==> config.mk <==
export PLATFORM = sky130hd
export DESIGN_NAME = dot_product_sequencer_flat
export DESIGN_NICKNAME = d
export VERILOG_FILES = /design/src/rtl/dot_product_sequencer_pkg.sv /design/src/rtl/dot_product_sequencer_if.sv /design/src/rtl/dot_product_sequencer_reduce_addr_gen.sv /design/src/rtl/dot_product_sequencer.sv /design/src/flat_wrapper.sv
export SDC_FILE = /design/constraint.sdc
export NUM_CORES = 1
export LEC_CHECK = 0
export ABC_AREA = 0
export CORE_MARGIN = 2
export CORE_UTILIZATION = 49
export CTS_BUF_LIST = sky130_fd_sc_hd__clkbuf_16
export DETAILED_ROUTE_END_ITERATION = 12
export PLACE_DENSITY_LB_ADDON = 0.08
export SLEW_MARGIN = 20
export SYNTH_ARGS = -nofsm -noshare
export SYNTH_HDL_FRONTEND = slang
export SYNTH_SLANG_ARGS = --single-unit
==> constraint.sdc <==
create_clock -name clk -period 2.2 [get_ports clk]
set_input_delay 0.33 -clock clk [delete_from_list [all_inputs] [get_ports clk]]
set_output_delay 0.33 -clock clk [all_outputs]
set_load 0.03 [all_outputs]
==> src/rtl/dot_product_sequencer_pkg.sv <==
// Shared types and sizing constants for the dot-product sequencer and its
// reduction address generator.
package dot_product_sequencer_pkg;

    localparam int unsigned N_TERMS = 8;
    localparam int unsigned ADDR_W  = 3;
    localparam int unsigned LEVELS  = 3;
    localparam int unsigned ADDS    = 7;

    typedef enum logic [2:0] {
        LOAD,
        DRAIN,
        ADD_RD,
        ADD_WAIT,
        ADD_WR,
        DONE
    } state_e;

    // First operand of pair k at a level: k * 2 * stride.
    function automatic logic [ADDR_W-1:0] pair_base(input logic [1:0] level,
                                                    input logic [1:0] pair);
        logic [ADDR_W-1:0] p;
        p = ADDR_W'(pair);
        return p << (level + 2'd1);
    endfunction

    function automatic logic [ADDR_W-1:0] level_stride(input logic [1:0] level);
        logic [ADDR_W-1:0] one;
        one = ADDR_W'(1);
        return one << level;
    endfunction

endpackage

==> src/rtl/dot_product_sequencer_if.sv <==
// Product stream, result stream and register-file control bundle of the
// dot-product sequencer.
interface dot_product_sequencer_if
    import dot_product_sequencer_pkg::*;
#(
    parameter int unsigned WIDTH = 8
);

    logic              prod_valid;
    logic [WIDTH-1:0]  prod_data;
    logic              prod_ready;
    logic [WIDTH-1:0]  sum_in;
    logic [WIDTH-1:0]  product_out;
    logic [ADDR_W-1:0] reg_specifier_one;
    logic [ADDR_W-1:0] reg_specifier_two;
    logic              update_adder_regs;
    logic              update_file_reg;
    logic              result_valid;
    logic [WIDTH-1:0]  result_data;
    logic              result_ready;
    logic              busy;

    modport master (
        input  prod_valid, prod_data, sum_in, result_ready,
        output prod_ready, product_out, reg_specifier_one, reg_specifier_two,
               update_adder_regs, update_file_reg, result_valid, result_data, busy
    );

    modport slave (
        output prod_valid, prod_data, sum_in, result_ready,
        input  prod_ready, product_out, reg_specifier_one, reg_specifier_two,
               update_adder_regs, update_file_reg, result_valid, result_data, busy
    );

endinterface

==> src/rtl/dot_product_sequencer_reduce_addr_gen.sv <==
// Level/pair counters for the pairwise adder-tree reduction; presents the
// current read pair (a, b) and advances one pair per step.
module reduce_addr_gen
    import dot_product_sequencer_pkg::*;
(
    input  logic              clk_i,
    input  logic              rst_i,
    input  logic              clear_i,
    input  logic              step_i,
    output logic [ADDR_W-1:0] a_o,
    output logic [ADDR_W-1:0] b_o,
    output logic              last_pair_o,
    output logic              last_add_o
);

    logic [1:0] level_q, level_d;
    logic [1:0] pair_q, pair_d;
    logic [1:0] pair_max;

    always_comb begin
        case (level_q)
            2'd0:    pair_max = 2'd3;
            2'd1:    pair_max = 2'd1;
            default: pair_max = 2'd0;
        endcase
    end

    assign last_pair_o = (pair_q == pair_max);
    assign last_add_o  = last_pair_o && (level_q == 2'(LEVELS - 1));
    assign a_o         = pair_base(level_q, pair_q);
    assign b_o         = a_o + level_stride(level_q);

    always_comb begin
        level_d = level_q;
        pair_d  = pair_q;
        if (clear_i) begin
            level_d = '0;
            pair_d  = '0;
        end else if (step_i) begin
            if (last_pair_o) begin
                pair_d  = '0;
                level_d = last_add_o ? 2'd0 : level_q + 2'd1;
            end else begin
                pair_d  = pair_q + 2'd1;
            end
        end
    end

    always_ff @(posedge clk_i) begin
        if (rst_i) begin
            level_q <= '0;
            pair_q  <= '0;
        end else begin
            level_q <= level_d;
            pair_q  <= pair_d;
        end
    end

endmodule

==> src/rtl/dot_product_sequencer.sv <==
// Loads eight products into the register file, then drives a three-level
// pairwise reduction through it and presents the final sum.
module dot_product_sequencer
    import dot_product_sequencer_pkg::*;
#(
    parameter int unsigned WIDTH = 8
)(
    input  logic                   clk,
    input  logic                   reset,
    dot_product_sequencer_if.master bus
);

    state_e            state_q, state_d;
    logic [ADDR_W-1:0] load_cnt_q, load_cnt_d;
    logic [WIDTH-1:0]  sum_q, sum_d;
    logic              last_q, last_d;

    logic              prod_ready_q, prod_ready_d;
    logic [WIDTH-1:0]  product_out_q, product_out_d;
    logic [ADDR_W-1:0] spec_one_q, spec_one_d;
    logic [ADDR_W-1:0] spec_two_q, spec_two_d;
    logic              upd_add_q, upd_add_d;
    logic              upd_file_q, upd_file_d;
    logic              result_valid_q, result_valid_d;
    logic [WIDTH-1:0]  result_data_q, result_data_d;
    logic              busy_q, busy_d;

    logic              step, clear;
    logic [ADDR_W-1:0] pair_a, pair_b;
    logic              last_pair, last_add;

    reduce_addr_gen u_addr_gen (
        .clk_i       (clk),
        .rst_i       (reset),
        .clear_i     (clear),
        .step_i      (step),
        .a_o         (pair_a),
        .b_o         (pair_b),
        .last_pair_o (last_pair),
        .last_add_o  (last_add)
    );

    // Outputs are registered from the next state, so each state's strobes
    // appear in the cycle the FSM occupies that state. The generator steps on
    // the edge that issues a read; spec_one_q keeps 'a' for the write-back.
    always_comb begin
        state_d       = state_q;
        load_cnt_d    = load_cnt_q;
        sum_d         = sum_q;
        last_d        = last_q;
        product_out_d = product_out_q;
        spec_one_d    = spec_one_q;
        spec_two_d    = spec_two_q;
        result_data_d = result_data_q;
        upd_add_d     = 1'b0;
        upd_file_d    = 1'b0;
        step          = 1'b0;
        clear         = 1'b0;

        case (state_q)
            LOAD: begin
                if (prod_ready_q && bus.prod_valid) begin
                    upd_file_d    = 1'b1;
                    spec_one_d    = load_cnt_q;
                    product_out_d = bus.prod_data;
                    load_cnt_d    = load_cnt_q + 1'b1;
                    if (load_cnt_q == ADDR_W'(N_TERMS - 1)) state_d = DRAIN;
                end
            end
            DRAIN, ADD_WR: begin
                if (state_q == ADD_WR && last_q) begin
                    state_d       = DONE;
                    result_data_d = sum_q;
                end else begin
                    state_d    = ADD_RD;
                    upd_add_d  = 1'b1;
                    spec_one_d = pair_a;
                    spec_two_d = pair_b;
                    step       = 1'b1;
                    last_d     = last_pair && last_add;
                end
            end
            ADD_RD: state_d = ADD_WAIT;
            ADD_WAIT: begin
                state_d       = ADD_WR;
                sum_d         = bus.sum_in;
                upd_file_d    = 1'b1;
                product_out_d = bus.sum_in;
            end
            DONE: begin
                if (result_valid_q && bus.result_ready) begin
                    state_d    = LOAD;
                    load_cnt_d = '0;
                    last_d     = 1'b0;
                    clear      = 1'b1;
                end
            end
            default: state_d = LOAD;
        endcase

        result_valid_d = (state_d == DONE);
        prod_ready_d   = (state_d == LOAD);
        busy_d         = (state_d != LOAD);
    end

    always_ff @(posedge clk) begin
        if (reset) begin
            state_q        <= LOAD;
            load_cnt_q     <= '0;
            sum_q          <= '0;
            last_q         <= 1'b0;
            prod_ready_q   <= 1'b1;
            product_out_q  <= '0;
            spec_one_q     <= '0;
            spec_two_q     <= '0;
            upd_add_q      <= 1'b0;
            upd_file_q     <= 1'b0;
            result_valid_q <= 1'b0;
            result_data_q  <= '0;
            busy_q         <= 1'b0;
        end else begin
            state_q        <= state_d;
            load_cnt_q     <= load_cnt_d;
            sum_q          <= sum_d;
            last_q         <= last_d;
            prod_ready_q   <= prod_ready_d;
            product_out_q  <= product_out_d;
            spec_one_q     <= spec_one_d;
            spec_two_q     <= spec_two_d;
            upd_add_q      <= upd_add_d;
            upd_file_q     <= upd_file_d;
            result_valid_q <= result_valid_d;
            result_data_q  <= result_data_d;
            busy_q         <= busy_d;
        end
    end

    assign bus.prod_ready        = prod_ready_q;
    assign bus.product_out       = product_out_q;
    assign bus.reg_specifier_one = spec_one_q;
    assign bus.reg_specifier_two = spec_two_q;
    assign bus.update_adder_regs = upd_add_q;
    assign bus.update_file_reg   = upd_file_q;
    assign bus.result_valid      = result_valid_q;
    assign bus.result_data       = result_data_q;
    assign bus.busy              = busy_q;

endmodule

==> src/flat_wrapper.sv <==
// flat-port wrapper written by rule: the top's interface ports become plain ports
module dot_product_sequencer_flat import dot_product_sequencer_pkg::*;
#(
    parameter int unsigned WIDTH = 8
)
  (clk, reset, bus_prod_valid, bus_prod_data, bus_sum_in, bus_result_ready, bus_prod_ready, bus_product_out, bus_reg_specifier_one, bus_reg_specifier_two, bus_update_adder_regs, bus_update_file_reg, bus_result_valid, bus_result_data, bus_busy);
  dot_product_sequencer_if #(.WIDTH(WIDTH)) bus_i ();
  input  logic clk;
  input  logic reset;
  input wire logic [$bits(bus_i.prod_valid)-1:0] bus_prod_valid;
  input wire logic [$bits(bus_i.prod_data)-1:0] bus_prod_data;
  input wire logic [$bits(bus_i.sum_in)-1:0] bus_sum_in;
  input wire logic [$bits(bus_i.result_ready)-1:0] bus_result_ready;
  output wire logic [$bits(bus_i.prod_ready)-1:0] bus_prod_ready;
  output wire logic [$bits(bus_i.product_out)-1:0] bus_product_out;
  output wire logic [$bits(bus_i.reg_specifier_one)-1:0] bus_reg_specifier_one;
  output wire logic [$bits(bus_i.reg_specifier_two)-1:0] bus_reg_specifier_two;
  output wire logic [$bits(bus_i.update_adder_regs)-1:0] bus_update_adder_regs;
  output wire logic [$bits(bus_i.update_file_reg)-1:0] bus_update_file_reg;
  output wire logic [$bits(bus_i.result_valid)-1:0] bus_result_valid;
  output wire logic [$bits(bus_i.result_data)-1:0] bus_result_data;
  output wire logic [$bits(bus_i.busy)-1:0] bus_busy;
  assign bus_i.prod_valid = bus_prod_valid;
  assign bus_i.prod_data = bus_prod_data;
  assign bus_i.sum_in = bus_sum_in;
  assign bus_i.result_ready = bus_result_ready;
  assign bus_prod_ready = bus_i.prod_ready;
  assign bus_product_out = bus_i.product_out;
  assign bus_reg_specifier_one = bus_i.reg_specifier_one;
  assign bus_reg_specifier_two = bus_i.reg_specifier_two;
  assign bus_update_adder_regs = bus_i.update_adder_regs;
  assign bus_update_file_reg = bus_i.update_file_reg;
  assign bus_result_valid = bus_i.result_valid;
  assign bus_result_data = bus_i.result_data;
  assign bus_busy = bus_i.busy;
  dot_product_sequencer #(.WIDTH(WIDTH)) u_core (.clk(clk), .reset(reset), .bus(bus_i));
endmodule
# After elaboration in Yosys (flattened, before gate mapping)
# Cells that the tools add are included.
# W data, S select, Z words.
[totals] ff_bits=46 in_bits=20 output_inout_bits=27 wordCells=82
[op_classes] addsub=4 n_eq_ne=13 shifts=2 mux=25 n_bitwise=1 n_reduce_logical=22
[ops] cell="$mux W3" count=8
[ops] cell="$pmux W8 S2" count=1
[ops] cell="$pmux W3 S5" count=1
[ops] cell="$eq A3 B3 Y1 const B" count=4
[ops] cell="$pmux W3 S2" count=2
[ops] cell="$reduce_and A3 Y1" count=3
[ops] cell="$mux W8" count=1
[ops] cell="$reduce_and A2 Y1" count=4
[ops] cell="$reduce_bool A2 Y1" count=4
[ops] cell="$mux W1" count=7
[ops] cell="$eq A3 B2 Y1 const B" count=2
[ops] cell="$logic_not A3 Y1" count=2
[ops] cell="$logic_and A1 B1 Y1" count=5
[ops] cell="$add A2 B1 Y2 const B" count=2
[ops] cell="$mux W2" count=2
[ops] cell="$ne A2 B1 Y1 const B" count=2
[ops] cell="$pmux W1 S2" count=2
[ops] cell="$pmux W2 S2" count=1
[ops] cell="$reduce_or A2 Y1" count=2
[ops] cell="$add A3 B1 Y3 const B" count=1
[ops] cell="$add A3 B3 Y3" count=1
[ops] cell="$eq A3 B1 Y1 const B" count=1
[ops] cell="$reduce_bool A3 Y1" count=1
[ops] cell="$shl A1 B2 Y3 const A" count=1
[ops] cell="7 further kinds" count=7

# Depth between registers and ports, before layout
# Gate-level depths: netlist of run 1.
[logic_depth] ltp_word=7 depth_mapped=8 depth_no_buf=8

# By module
# From an unflattened synthesis of run 1, not the netlist that was laid out.
[hier_totals] hier_cells=251 area_unflattened_um2=2278.4
[modules_own_cells] module="dot_product_sequencer" instances=1 cells_each=205 area_per_inst_um2=1890.6 seq_area_each_um2=840.8
[modules_own_cells] module="reduce_addr_gen" instances=1 cells_each=46 area_per_inst_um2=387.9 seq_area_each_um2=80.1

# Worst setup path after synthesis of run 1
# No wires, ideal clock.
[synth_path] path_type="reg-to-reg" from="register u_core.u_addr_gen.level_q[0]" to="register u_core.spec_two_q[2] (netlist: u_core.bus.reg_specifier_two[2])" setup_ns=0.086 t_arrival_ns=1.904 required_ns=2.114 path_slack_ns=0.211 path_stages_with_launch=9 path_buffers=0 synth_period_minus_slack_ns=1.989 cell_sequence="dfxtp_1 -> inv_1 -> ha_1 -> nor2_1 -> ha_1 -> fa_1 -> xor2_1 -> xnor2_1 -> a211oi_1"
[synth_between] elab_chain_cells=3 elab_cells_between_ends=4 classes_between="2 x add/sub; 2 x shift"
[synth_lines] element="start, declared" line="dot_product_sequencer_reduce_addr_gen.sv:16" text="logic [1:0] level_q, level_d;"
[synth_lines] element="start signal, assigned" line="dot_product_sequencer_reduce_addr_gen.sv:54" text="level_q <= level_d;"
[synth_lines] element="$add A2 B1 Y2" line="dot_product_sequencer_pkg.sv:24" text="return p << (level + 2'd1);"
[synth_lines] element="$shl A2 B2 Y3" line="dot_product_sequencer_pkg.sv:24"
[synth_lines] element="$add A3 B3 Y3 (*)" line="dot_product_sequencer_reduce_addr_gen.sv:31" text="assign b_o = a_o + level_stride(level_q);"
[synth_lines] element="end signal, assigned" line="dot_product_sequencer.sv:129" text="spec_two_q <= spec_two_d;"
[synth_lines] element="end, declared" line="dot_product_sequencer.sv:21" text="logic [ADDR_W-1:0] spec_two_q, spec_two_d;"
# Mark *: on every way between the ends. The rest lies on a longest branch, timed or not.
# A chain may end at the register's enable or synchronous reset.

# Final worst setup path of run 1
[layout_path] from="register u_core.u_addr_gen.level_q[1]" to="register u_core.spec_two_q[2] (netlist: u_core.bus.reg_specifier_two[2])"
# Same word-level chain as after synthesis.

==> impl_metrics.env, run 1 <==
export IMPL_status="completed"
export IMPL_worst_path_most_repeated_cell="ha_1"
export IMPL_antenna_cells=0
export IMPL_whs_ns=0.453
export IMPL_worstHoldStart="u_core.bus.result_data[6]"
export IMPL_clock_sinks=46
export IMPL_hold_violations=0
export IMPL_comb_power_share_pct=8.2
export IMPL_cts_buffers=5
export IMPL_grt_overflow_total=0
export IMPL_drv_slew=0
export IMPL_clock_path_buffers=2
export IMPL_ys_ff_latch=46
export IMPL_crit_slowest_cell="fa_1"
export IMPL_track_usage_pct=20.1
export IMPL_ios=47
export IMPL_r2r_start="u_core.u_addr_gen.level_q[1]"
export IMPL_p_int_mw=1.46
export IMPL_p_leak_nw=1.02
export IMPL_post_cts_buffers=0
export IMPL_seq_power_share_pct=46.3
export IMPL_p_sw_uw=398
export IMPL_place_area_um2=2580
export IMPL_yosys_warnings=0
export IMPL_startpoint="u_core.u_addr_gen.level_q[1]"
export IMPL_max_freq_mhz=485
export IMPL_period_minus_slack_ns=2.06
export IMPL_cp_buffers_inverters=1
export IMPL_die_x_um=69.1
export IMPL_power_mw=1.86
export IMPL_cts_tree="done"
export IMPL_end_kind="flop"
export IMPL_ys_types=46
export IMPL_clockRootBuffer="clkbuf_16"
export IMPL_fin_util_pct=68.2
export IMPL_grt_pass1_wl_mm=7.79
export IMPL_synthCells=244
export IMPL_final_area_um2=2750
export IMPL_first_iter_violations=144
export IMPL_cts_resized=0
export IMPL_postSynth_asyncResetShare_pct=0
export IMPL_port_buffers=46
export IMPL_ir_drop_mv=0.376
export IMPL_drc=0
export IMPL_r2r_slack_ns=0.14
export IMPL_grt_max_degree=37
export IMPL_p_clk_share_pct=45.5
export IMPL_rows=23
export IMPL_wl_mm=4.58
export IMPL_post_place_ws_ns=0.139
export IMPL_grt_pass1_vias=1646
export IMPL_start_util_pct=51.5
export IMPL_syn_nets=271
export IMPL_cp_max_fo=4
export IMPL_ctsHoldBuffers=0
export IMPL_final_period_utilization_pct=93.7
export IMPL_tightest_slew_ns=0.539
export IMPL_post_drt_wl_per_cell_um=13.5
export IMPL_cts_htree_levels=2
export IMPL_fin_nets=316
export IMPL_die_h_um=69.1
export IMPL_ant_nets=0
export IMPL_setup_viol=0
export IMPL_required_ns=2.39
export IMPL_cp_top_family="adder cells"
export IMPL_die_area_um2=4770
export IMPL_setup_slack_ns=0.138
export IMPL_cts_clk_slew_worst_paths_ns=0.06
export IMPL_skew_ns=0.00115
export IMPL_critPathLaunchType="flop"
export IMPL_yosysSeqAreaShare_pct=44.4
export IMPL_rsz0062_at_grt="false"
export IMPL_hpwl_mm=3.28
export IMPL_max_cap_viol_count=0
export IMPL_instances_no_fill=340
export IMPL_path_cells="inv_1, ha_1, nor2_1, ha_1, fa_1, xor2_1, xnor2_1, a211oi_1"
export IMPL_vias_per_cell=5.32
export IMPL_vias=1808
export IMPL_drtPass1Iterations=4
export IMPL_synth_edff_count=0
export IMPL_drive_gt1_share_pct=7.24
export IMPL_worstSetupPathType="reg2reg"
export IMPL_max_stage_delay_ns=0.38
export IMPL_clk_latency_ns=0.28
export IMPL_setup_tns_final_ns=0
export IMPL_place_inst=332
export IMPL_synthFlopType="dfxtp_1"
export IMPL_hold_class="reg2reg"
export IMPL_netlist_area_um2=2070
export IMPL_slew_headroom_pct=64.0
export IMPL_power_density_nw_per_um2=677
export IMPL_p_sw_share_pct=21.4
export IMPL_area_growth_syn_to_layout_pct=32.5
export IMPL_core_um2=4030
export IMPL_antenna_found_initial=0
export IMPL_gp_congestion=0.846
export IMPL_avgSynthCellArea_um2=8.50
export IMPL_critical_path_arrival_ns=2.25
## path summary, 6_finish.rpt
kind,to,depth (start not counted)
max reg2reg,u_core.bus.reg_specifier_two[2],8
min reg2reg,u_core.bus.result_data[6],2
max,u_core.bus.reg_specifier_two[2],8
min,u_core.bus.result_data[6],2
## power groups by stage
stage               clock, mW  sequential, mW  combinational, mW
floorplan                   0           0.907             0.0464
global placement            0           0.879              0.151
detailed placement          0           0.879              0.153
CTS                     0.858           0.861              0.154
global route            0.899           0.863              0.163
finish                  0.847           0.861              0.153
## kinds of logic after synthesis
kind of cell | Yosys count | synth area share (%)
flip-flops | 46 | 44.4
AO/OA/AOI/OAI | 60 | 18.7
buffers and inverters | 19 | 4.40
adder cells (fa/ha/maj) | 7 | 4.58
XOR/XNOR | 4 | 1.69
multiplexers | 5 | 2.41
AND/OR/NAND/NOR | 103 | 23.8
## worst min-delay path: stages, from the launching register on
cell and delay, ns:
dfxtp_1 0.31, nand2_1 0.05, a21oi_1 0.05
## cells in the mapped netlist (2+ instances only)
master    instances  area, um2
a211oi_1          3       22.5
a21o_1            2       15.0
a21oi_1          27        135
a22oi_1           2       15.0
a311oi_1          9       78.8
and3_1            3       18.8
buf_2             3       15.0
buf_4             2       15.0
clkbuf_1          6       22.5
dfxtp_1          46        921
ha_1              6       75.1
inv_1             6       22.5
mux2i_1           5       50.1
nand2_1          48        180
nand2b_1          5       31.3
nand3_1           4       20.0
nor2_1           25       93.8
nor2b_1           3       18.8
nor3_1            2       10.0
o21ai_0           7       35.0
or2_2             3       18.8
xnor2_1           2       17.5
xor2_1            2       17.5
## layout make-up
class	count	area, um2
inverters	6	22.5
clock inverters	3	45.0
fillers	351	1280
well taps	50	62.6
repair buffers	51	510
flip-flops and latches	46	921
multi-input cells	179	1060
clock buffers	5	125
## per-layer routing
layer	routed length (um)	GRT usage [%]
met1	2270	28.8
met2	2050	30.2
met3	191	4.53
met4	63	6.32
met5	0	0
## layout by cell type (no fill, tap or decap), types with 3 or more instances in the layout
| master | count |
|---|---|
| a311oi_1 | 9 |
| ha_1 | 6 |
| nand2_1 | 48 |
| nand3_1 | 4 |
| o21ai_0 | 7 |
| a21oi_1 | 27 |
| nand2b_1 | 5 |
| and3_1 | 3 |
| dfxtp_1 | 46 |
| inv_1 | 6 |
| mux2i_1 | 5 |
| or2_2 | 3 |
| a211oi_1 | 3 |
| clkdlybuf4s50_1 | 46 |
| buf_4 | 4 |
| nor2b_1 | 3 |
| clkbuf_16 | 5 |
| nor2_1 | 25 |
No activity file was read; power rests on OpenSTA's default activity.
==> run 2: changes to the inputs <==
--- a/config.mk
+++ b/config.mk
@@ -8,8 +8,8 @@
 export ABC_AREA = 0
 export CORE_MARGIN = 2
 export CORE_UTILIZATION = 49
-export CTS_BUF_LIST = sky130_fd_sc_hd__clkbuf_16
 export DETAILED_ROUTE_END_ITERATION = 12
+export HOLD_SLACK_MARGIN = 0.06
 export PLACE_DENSITY_LB_ADDON = 0.08
 export SLEW_MARGIN = 20
 export SYNTH_ARGS = -nofsm -noshare
==> run 2 against run 1 <==
  * Setup slack worse by 0.0028 ns
  * Maximum frequency down 0.14%
  * Final cell count unchanged
  * Combinational power about the same
  * Clock skew up 0.0044 ns
  * Non-clock buffer count unchanged
  * Sequential power about the same
  * Die area unchanged
  * Largest power group unchanged
==> impl_metrics.env, run 2 (synthesis results as in run 1) <==
export IMPL_gp_congestion=0.846
export IMPL_post_drt_wl_per_cell_um=13.2
export IMPL_die_area_um2=4770
export IMPL_power_mw=1.64
export IMPL_track_usage_pct=19.8
export IMPL_fin_nets=316
export IMPL_rsz0062_at_grt="false"
export IMPL_ios=47
export IMPL_grt_overflow_total=0
export IMPL_start_util_pct=51.5
export IMPL_vias=1796
export IMPL_cts_resized=0
export IMPL_setup_tns_final_ns=0
export IMPL_clk_latency_ns=0.30
export IMPL_first_iter_violations=87
export IMPL_setup_viol=0
export IMPL_p_leak_nw=0.991
export IMPL_skew_ns=0.00551
export IMPL_critical_path_arrival_ns=2.28
export IMPL_cp_buffers_inverters=1
export IMPL_hpwl_mm=3.28
export IMPL_clock_path_buffers=2
export IMPL_layout_common_cells="nand2_1, clkdlybuf4s50_1, dfxtp_1, a21oi_1, nor2_1"
export IMPL_cp_max_fo=4
export IMPL_crit_slowest_cell="fa_1"
export IMPL_highest_layer="met4"
export IMPL_holdPathStages=2
export IMPL_ant_nets=0
export IMPL_final_period_utilization_pct=93.9
export IMPL_tightest_slew_ns=0.543
export IMPL_cp_top_family="adder cells"
export IMPL_antenna_cells=0
export IMPL_grt_pass1_wl_mm=7.65
export IMPL_cts_buffers=5
export IMPL_wl_mm=4.50
export IMPL_die_h_um=69.1
export IMPL_rows=23
export IMPL_cp_num_cells=8
export IMPL_cts_clk_slew_worst_paths_ns=0.09
export IMPL_cts_htree_levels=2
export IMPL_post_cts_buffers=0
export IMPL_ir_drop_mv=0.375
export IMPL_drv_slew=0
export IMPL_grt_max_degree=37
export IMPL_port_buffers=46
export IMPL_worst_path_most_repeated_cell="ha_1"
export IMPL_drive_gt1_share_pct=7.24
export IMPL_drc=0
export IMPL_status="completed"
export IMPL_met3_length_um=193
export IMPL_die_x_um=69.1
export IMPL_antenna_found_initial=0
export IMPL_max_cap_viol_count=0
export IMPL_core_um2=4030
export IMPL_max_stage_delay_ns=0.38
export IMPL_area_growth_syn_to_layout_pct=29.8
export IMPL_power_density_nw_per_um2=608
export IMPL_worstSetupPathType="reg2reg"
export IMPL_worstRegToRegCells=8
export IMPL_clockRootBuffer="clkbuf_8"
export IMPL_vias_per_cell=5.28
export IMPL_path_cells="inv_1, ha_1, nor2_1, ha_1, fa_1, xor2_1, xnor2_1, a211oi_1"
export IMPL_grt_pass1_vias=1612
export IMPL_final_common_cell="nand2_1"
export IMPL_max_freq_mhz=484
export IMPL_wl_met1_mm=2.30
export IMPL_clock_sinks=46
export IMPL_critPathLaunchType="flop"
export IMPL_period_minus_slack_ns=2.06
export IMPL_slew_headroom_pct=63.8
export IMPL_instances_no_fill=340
export IMPL_place_inst=332
export IMPL_required_ns=2.41
export IMPL_met2_wirelength_mm=1.94
export IMPL_end_kind="flop"
export IMPL_drtPass1Iterations=4
export IMPL_hold_class="reg2reg"
export IMPL_cts_tree="done"
export IMPL_hold_violations=0
export IMPL_ctsHoldBuffers=0
-- run 2: cell counts in the layout (fill, tap and decap cells not counted) --
Identical to the previous run, type by type.
-- run 2: final timing paths --
check | from | endpoint | slack [ns]
setup / recovery | u_core.u_addr_gen.level_q[1] | u_core.bus.reg_specifier_two[2] | 0.14
setup reg to reg | u_core.u_addr_gen.level_q[1] | u_core.bus.reg_specifier_two[2] | 0.14
hold reg to reg | u_core.sum_q[5] | u_core.bus.result_data[5] | 0.46
hold / removal | u_core.sum_q[5] | u_core.bus.result_data[5] | 0.46
-- run 2: worst register-to-register path, cell delays in order, from the launching register on --
cell,delay [ns]
dfxtp_1,0.36
inv_1,0.07
ha_1,0.33
nor2_1,0.08
ha_1,0.21
fa_1,0.38
xor2_1,0.16
xnor2_1,0.13
a211oi_1,0.26
-- run 2: metal layers --
metal,global-route usage (%),vias to the layer above
li1,-,943
met2,29.6,38
met5,0,-
met3,4.97,9
met1,28.4,806
met4,5.66,0
-- run 2: final cells by class --
cell class	count	area [um2]
Tap cell	50	62.6
Inverter	6	22.5
Multi-Input combinational cell	179	1060
Clock inverter	3	45.0
Sequential cell	46	921
Clock buffer	5	68.8
Timing Repair Buffer	51	510
Fill cell	363	1340
-- run 2: per-stage QoR --
stage / hold slack (ns) / utilization (%) / setup slack [ns] / area (um2)
5_1_grt: 0.478 / 66.8 / 0.00215 / 2690
6_report: 0.456 / 66.8 / 0.135 / 2690
3_5_place_dp: 0.444 / 64.0 / 0.139 / 2580
4_1_cts: 0.457 / 66.8 / 0.120 / 2690
2_1_floorplan: 0.432 / - / 0.211 / 2070
3_3_place_gp: 0.439 / 64.0 / 0.279 / 2580
-- run 2: power breakdown --
part           switching, mW  internal [mW]
Combinational         0.0759         0.0770
Sequential            0.0104          0.850
Clock                  0.287          0.338
==> run 3: changes to the inputs <==
--- a/config.mk
+++ b/config.mk
@@ -11,6 +11,7 @@
 export DETAILED_ROUTE_END_ITERATION = 12
 export HOLD_SLACK_MARGIN = 0.06
 export PLACE_DENSITY_LB_ADDON = 0.08
+export REMOVE_ABC_BUFFERS = 1
 export SLEW_MARGIN = 20
 export SYNTH_ARGS = -nofsm -noshare
 export SYNTH_HDL_FRONTEND = slang
==> run 3 against run 2 <==
  * Power grew 8.1%
  * Via count grew 1.0%
  * Clock power grew 22%
  * Sequential share of layout area shrank 0.39 points
  * Final cell count grew 0.59%
  * Core utilization grew 0.78 points
  * Global-route usage shrank 0.59 points
  * Maximum frequency grew 3.7%
  * Final area grew 1.2%
  * Worst hold slack lost 0.0013 ns
  * Critical path type unchanged
==> impl_metrics.env, run 3 (synthesis results as in run 1) <==
export IMPL_max_cap_viol_count=0
export IMPL_skew_ns=0.00320
export IMPL_setup_tns_final_ns=0
export IMPL_worstSetupPathType="reg2reg"
export IMPL_cp_top_family="adder cells"
export IMPL_clk_latency_ns=0.29
export IMPL_core_um2=4030
export IMPL_use_met2_pct=30.1
export IMPL_drc=0
export IMPL_multi_input_area_um2=1060
export IMPL_final_area_um2=2720
export IMPL_end_kind="flop"
export IMPL_ctsHoldBuffers=0
export IMPL_cp_num_cells=8
export IMPL_worstRegToRegCells=8
export IMPL_p_leak_nw=1.02
export IMPL_fin_util_pct=67.6
export IMPL_antenna_found_initial=0
export IMPL_final_common_cell="nand2_1"
export IMPL_ant_nets=0
export IMPL_r2r_slack_ns=0.21
export IMPL_ir_drop_mv=0.453
export IMPL_rsz0062_at_grt="false"
export IMPL_track_usage_pct=19.2
export IMPL_grt_busiest_layer="met2"
export IMPL_crit_slowest_cell="fa_1"
export IMPL_worst_path_most_repeated_cell="ha_1"
export IMPL_fillerInstances=364
export IMPL_hpwl_mm=3.17
export IMPL_post_cts_buffers=0
export IMPL_path_cells="inv_1, ha_1, nor2_1, ha_1, fa_1, xor2_1, xnor2_1, a211oi_1"
export IMPL_start_util_pct=51.5
export IMPL_period_minus_slack_ns=1.99
export IMPL_final_period_utilization_pct=90.5
export IMPL_clockRootBuffer="clkbuf_8"
export IMPL_max_stage_delay_ns=0.37
export IMPL_holdPathStages=2
export IMPL_first_iter_violations=125
export IMPL_grt_met3_usage_pct=4.53
export IMPL_drive_gt1_share_pct=7.88
export IMPL_vias_per_cell=5.30
export IMPL_status="completed"
export IMPL_rows=23
export IMPL_cts_htree_levels=2
export IMPL_hold_class="reg2reg"
export IMPL_required_ns=2.41
export IMPL_grt_overflow_total=0
export IMPL_grtUsageMet1_pct=26.3
export IMPL_die_area_um2=4770
export IMPL_cp_max_fo=4
export IMPL_hold_violations=0
export IMPL_max_freq_mhz=502
export IMPL_power_density_nw_per_um2=650
export IMPL_cts_clk_slew_worst_paths_ns=0.08
export IMPL_setup_slack_ns=0.209
export IMPL_ios=47
export IMPL_post_place_ws_ns=0.229
export IMPL_die_x_um=69.1
export IMPL_slew_headroom_pct=65.9
export IMPL_tightest_slew_ns=0.509
export IMPL_port_buffers=46
export IMPL_grt_pass1_wl_mm=7.51
export IMPL_layout_common_cells="nand2_1, clkdlybuf4s50_1, dfxtp_1, a21oi_1, nor2_1"
export IMPL_seq_area_um2=921
export IMPL_antenna_cells=0
export IMPL_critPathLaunchType="flop"
export IMPL_die_h_um=69.1
export IMPL_vias=1814
export IMPL_cp_buffers_inverters=1
export IMPL_setup_viol=0
export IMPL_grt_pass1_vias=1619
export IMPL_cts_buffers=5
export IMPL_wl_mm=4.44
export IMPL_gp_congestion=0.887
export IMPL_post_drt_wl_per_cell_um=13.0
export IMPL_grt_max_degree=30
export IMPL_clock_path_buffers=2
export IMPL_drtPass1Iterations=4
export IMPL_drv_slew=0
export IMPL_critical_path_arrival_ns=2.21
export IMPL_clock_sinks=46
export IMPL_cts_tree="done"
export IMPL_fin_nets=318
export IMPL_place_area_um2=2580
export IMPL_area_growth_syn_to_layout_pct=31.3
export IMPL_cts_resized=0
export IMPL_power_mw=1.77
[run 3: cell types whose count changed in the layout (fill, tap and decap cells not counted), sizes merged]
cell,before,now
buf,5,7
clkinvlp,2,0
bufinv,1,2
clkbuf,5,6
[run 3: cell type report]
class	count	area share, %
Inverter	6	0.827
Sequential cell	46	33.8
Clock inverter	2	2.20
Clock buffer	6	3.03
Timing Repair Buffer	53	18.8
Multi-Input combinational cell	179	39.0
Tap cell	50	2.30
[run 3: where the power goes]
part / internal, mW / switching (mW) / total, mW
clock network: 0.484 / 0.275 / 0.759
logic: 0.0757 / 0.0750 / 0.151
registers: 0.850 / 0.0106 / 0.860
total: 1.41 / 0.361 / 1.77
[run 3: per-stage QoR]
stage	hold WS [ns]	cells
after floorplan	0.399	231
after global placement	0.439	334
after detailed placement	0.444	334
after CTS	0.456	342
after global routing	0.464	342
final	0.454	342
[run 3: routing by layer]
metal  vias to the layer above  routed length [um]
li1                        950                   -
met1                       826                2180
met3                         4                 197
met4                         0                  52
met5                         -                   0
met2                        34                2010
[run 3: worst register-to-register path, delay by kind of cell, from the launching register on]
kind	cells	cell delay [ns]
fa+ha+maj	3	0.90
flops	1	0.36
xor+xnor	2	0.29
compound gates	1	0.22
simple gates	1	0.08
buf+inv	1	0.07
[run 3: final timing paths]
check / from / end
worst max-delay path: u_core.u_addr_gen.level_q[1] / u_core.bus.reg_specifier_two[2]
worst min-delay path: u_core.sum_q[3] / u_core.bus.result_data[3]
worst max register to register: u_core.u_addr_gen.level_q[1] / u_core.bus.reg_specifier_two[2]
worst min register to register: u_core.sum_q[3] / u_core.bus.result_data[3]
==> edit (flow settings as in run 1) <==
Re-encode `state_e` (6 states) as Gray code, 3 bits wide.
--- a/src/rtl/dot_product_sequencer_pkg.sv
+++ b/src/rtl/dot_product_sequencer_pkg.sv
@@ -9,10 +9,10 @@
 
     typedef enum logic [2:0] {
-        LOAD,
-        DRAIN,
-        ADD_RD,
-        ADD_WAIT,
-        ADD_WR,
-        DONE
+        LOAD     = 3'b000,
+        DRAIN    = 3'b001,
+        ADD_RD   = 3'b011,
+        ADD_WAIT = 3'b010,
+        ADD_WR   = 3'b110,
+        DONE     = 3'b111
     } state_e;
 
Function: same outputs for any inputs over 10 cycles, from zero or initial values and one cycle with reset high; not proved beyond that.
==> edit against run 1 <==
  * Area after synthesis is 0.60% lower
  * Die area shrank 0.56%
  * Sequential cell count unchanged
  * Utilization is 0.12 points higher
  * Sequential power hardly changed
  * Worst setup slack improved by 89 ps
  * Hold slack got worse by 4.6 ps
  * Routed wire length shrank 0.46%
  * Synthesized cell count shrank 0.41%
  * Power decreased by 6.0%
  * Cell area grew 0.18%
==> edit: results (changes against run 1) <==
- The met1 track demand over resource in global routing is 0.267 (-0.0205).
- GRT met3 Usage: 0.0536 (+0.00825)
- Layout cells sized above 1: 0.0962 (+0.0238)
- The worst setup slack after layout came to 227 ps (+88.7 ps).
- Sorting the synthesized cells by how often they occur yields sky130_fd_sc_hd__nand2_1 (49), sky130_fd_sc_hd__dfxtp_1 (46), sky130_fd_sc_hd__a21oi_1 (27).
- Iter 0 DRT Violations: 83 (-42%)
- GRT Resource Usage Total: 0.208 (+0.00652)
- The peak supply drop came to 464 uV (+23%).
- The mux cell area share after synthesis came to 0.0340 (+0.00986).
- Synthesized-area fraction occupied by ao, oa, aoi and oai cells: 0.171 (-0.0165)
* Wire length after detailed routing: 4.56 mm (-0.46%)
- The worst endpoint data arrival time came to 2150 ps (-100 ps).
- The first-pass GRT wire length was 7.18 mm (-7.9%).
- The internal portion of total power was 0.00135 W (-7.6%).
* Post-route worst hold slack: 448 ps (-4.62 ps)
- The met2 wirelength from detailed routing is 2.18 mm (+6.3%).
* Result of the run: complete, no violations
- The largest net degree at the start of global routing is 25 (-32%).
* CP max stage delay: 360 ps (-20 ps)
- The instance area at placement was 2590 um2 (+0.39%).
- Final nets: 317 (+0.32%)
- Pre-CTS setup slack: 125 ps (-13.5 ps)
- Post-Synth Adder-Cell Area: 0.0461 (+0.000278)
- The proportion of power drawn by combinational gates is 0.085 (+0.003).
- Number of nets in the synthesized netlist: 270 (-0.37%)
* Vias in the first global route: 1544 (-6.2%)
* Met3 wire len: 220 um (+15%)
- Met2 layer usage reported by global route: 0.332 (+0.0294)
- Endpoint of the worst setup timing path: u_core.bus.reg_specifier_two[2]
- Metal-1 WL: 2.07 mm (-8.9%)
- The total chip power was 0.00175 W (-6.0%).
==> edit: area by class of cell <==
| type | instances | area [um2] | share of cell area |
|---|---|---|---|
| multi-input combinational | 175 | 1060 | 0.384 |
| sequential | 46 | 921 | 0.334 |
| timing repair buffer | 54 | 533 | 0.194 |
| clock buffer | 5 | 125 | 0.0454 |
| tap | 50 | 62.6 | 0.0227 |
| inverter | 8 | 30.0 | 0.0109 |
| clock inverter | 3 | 25.0 | 0.00909 |
==> edit: repair_timing <==
item / 4_1_cts / 5_1_grt
resized for setup: 0 / 2
hold buffers: 0 / 0
endpoints found under the setup margin: 0 / 1
==> edit: worst reg2reg max path, stage by stage (launching register included) <==
cell	delay [ps]
sky130_fd_sc_hd__dfxtp_1	350
sky130_fd_sc_hd__inv_1	90
sky130_fd_sc_hd__ha_4	240
sky130_fd_sc_hd__nor2_2	120
sky130_fd_sc_hd__ha_1	150
sky130_fd_sc_hd__inv_1	50
sky130_fd_sc_hd__fa_1	360
sky130_fd_sc_hd__xor2_1	160
sky130_fd_sc_hd__xnor2_1	130
sky130_fd_sc_hd__a22o_1	230
==> edit: how the worst min path moves through the flow <==
stage                              start                         to  cells past startpoint
2_1_floorplan            u_core.sum_q[0]  u_core.bus.result_data[0]                      2
4_1_cts                  u_core.sum_q[0]  u_core.bus.result_data[0]                      2
3_5_place_dp             u_core.sum_q[0]  u_core.bus.result_data[0]                      2
3_3_place_gp             u_core.sum_q[5]  u_core.bus.result_data[5]                      2
5_1_grt        u_core.bus.result_data[3]  u_core.bus.result_data[3]                      2
6_report                 u_core.sum_q[0]  u_core.bus.result_data[0]                      2
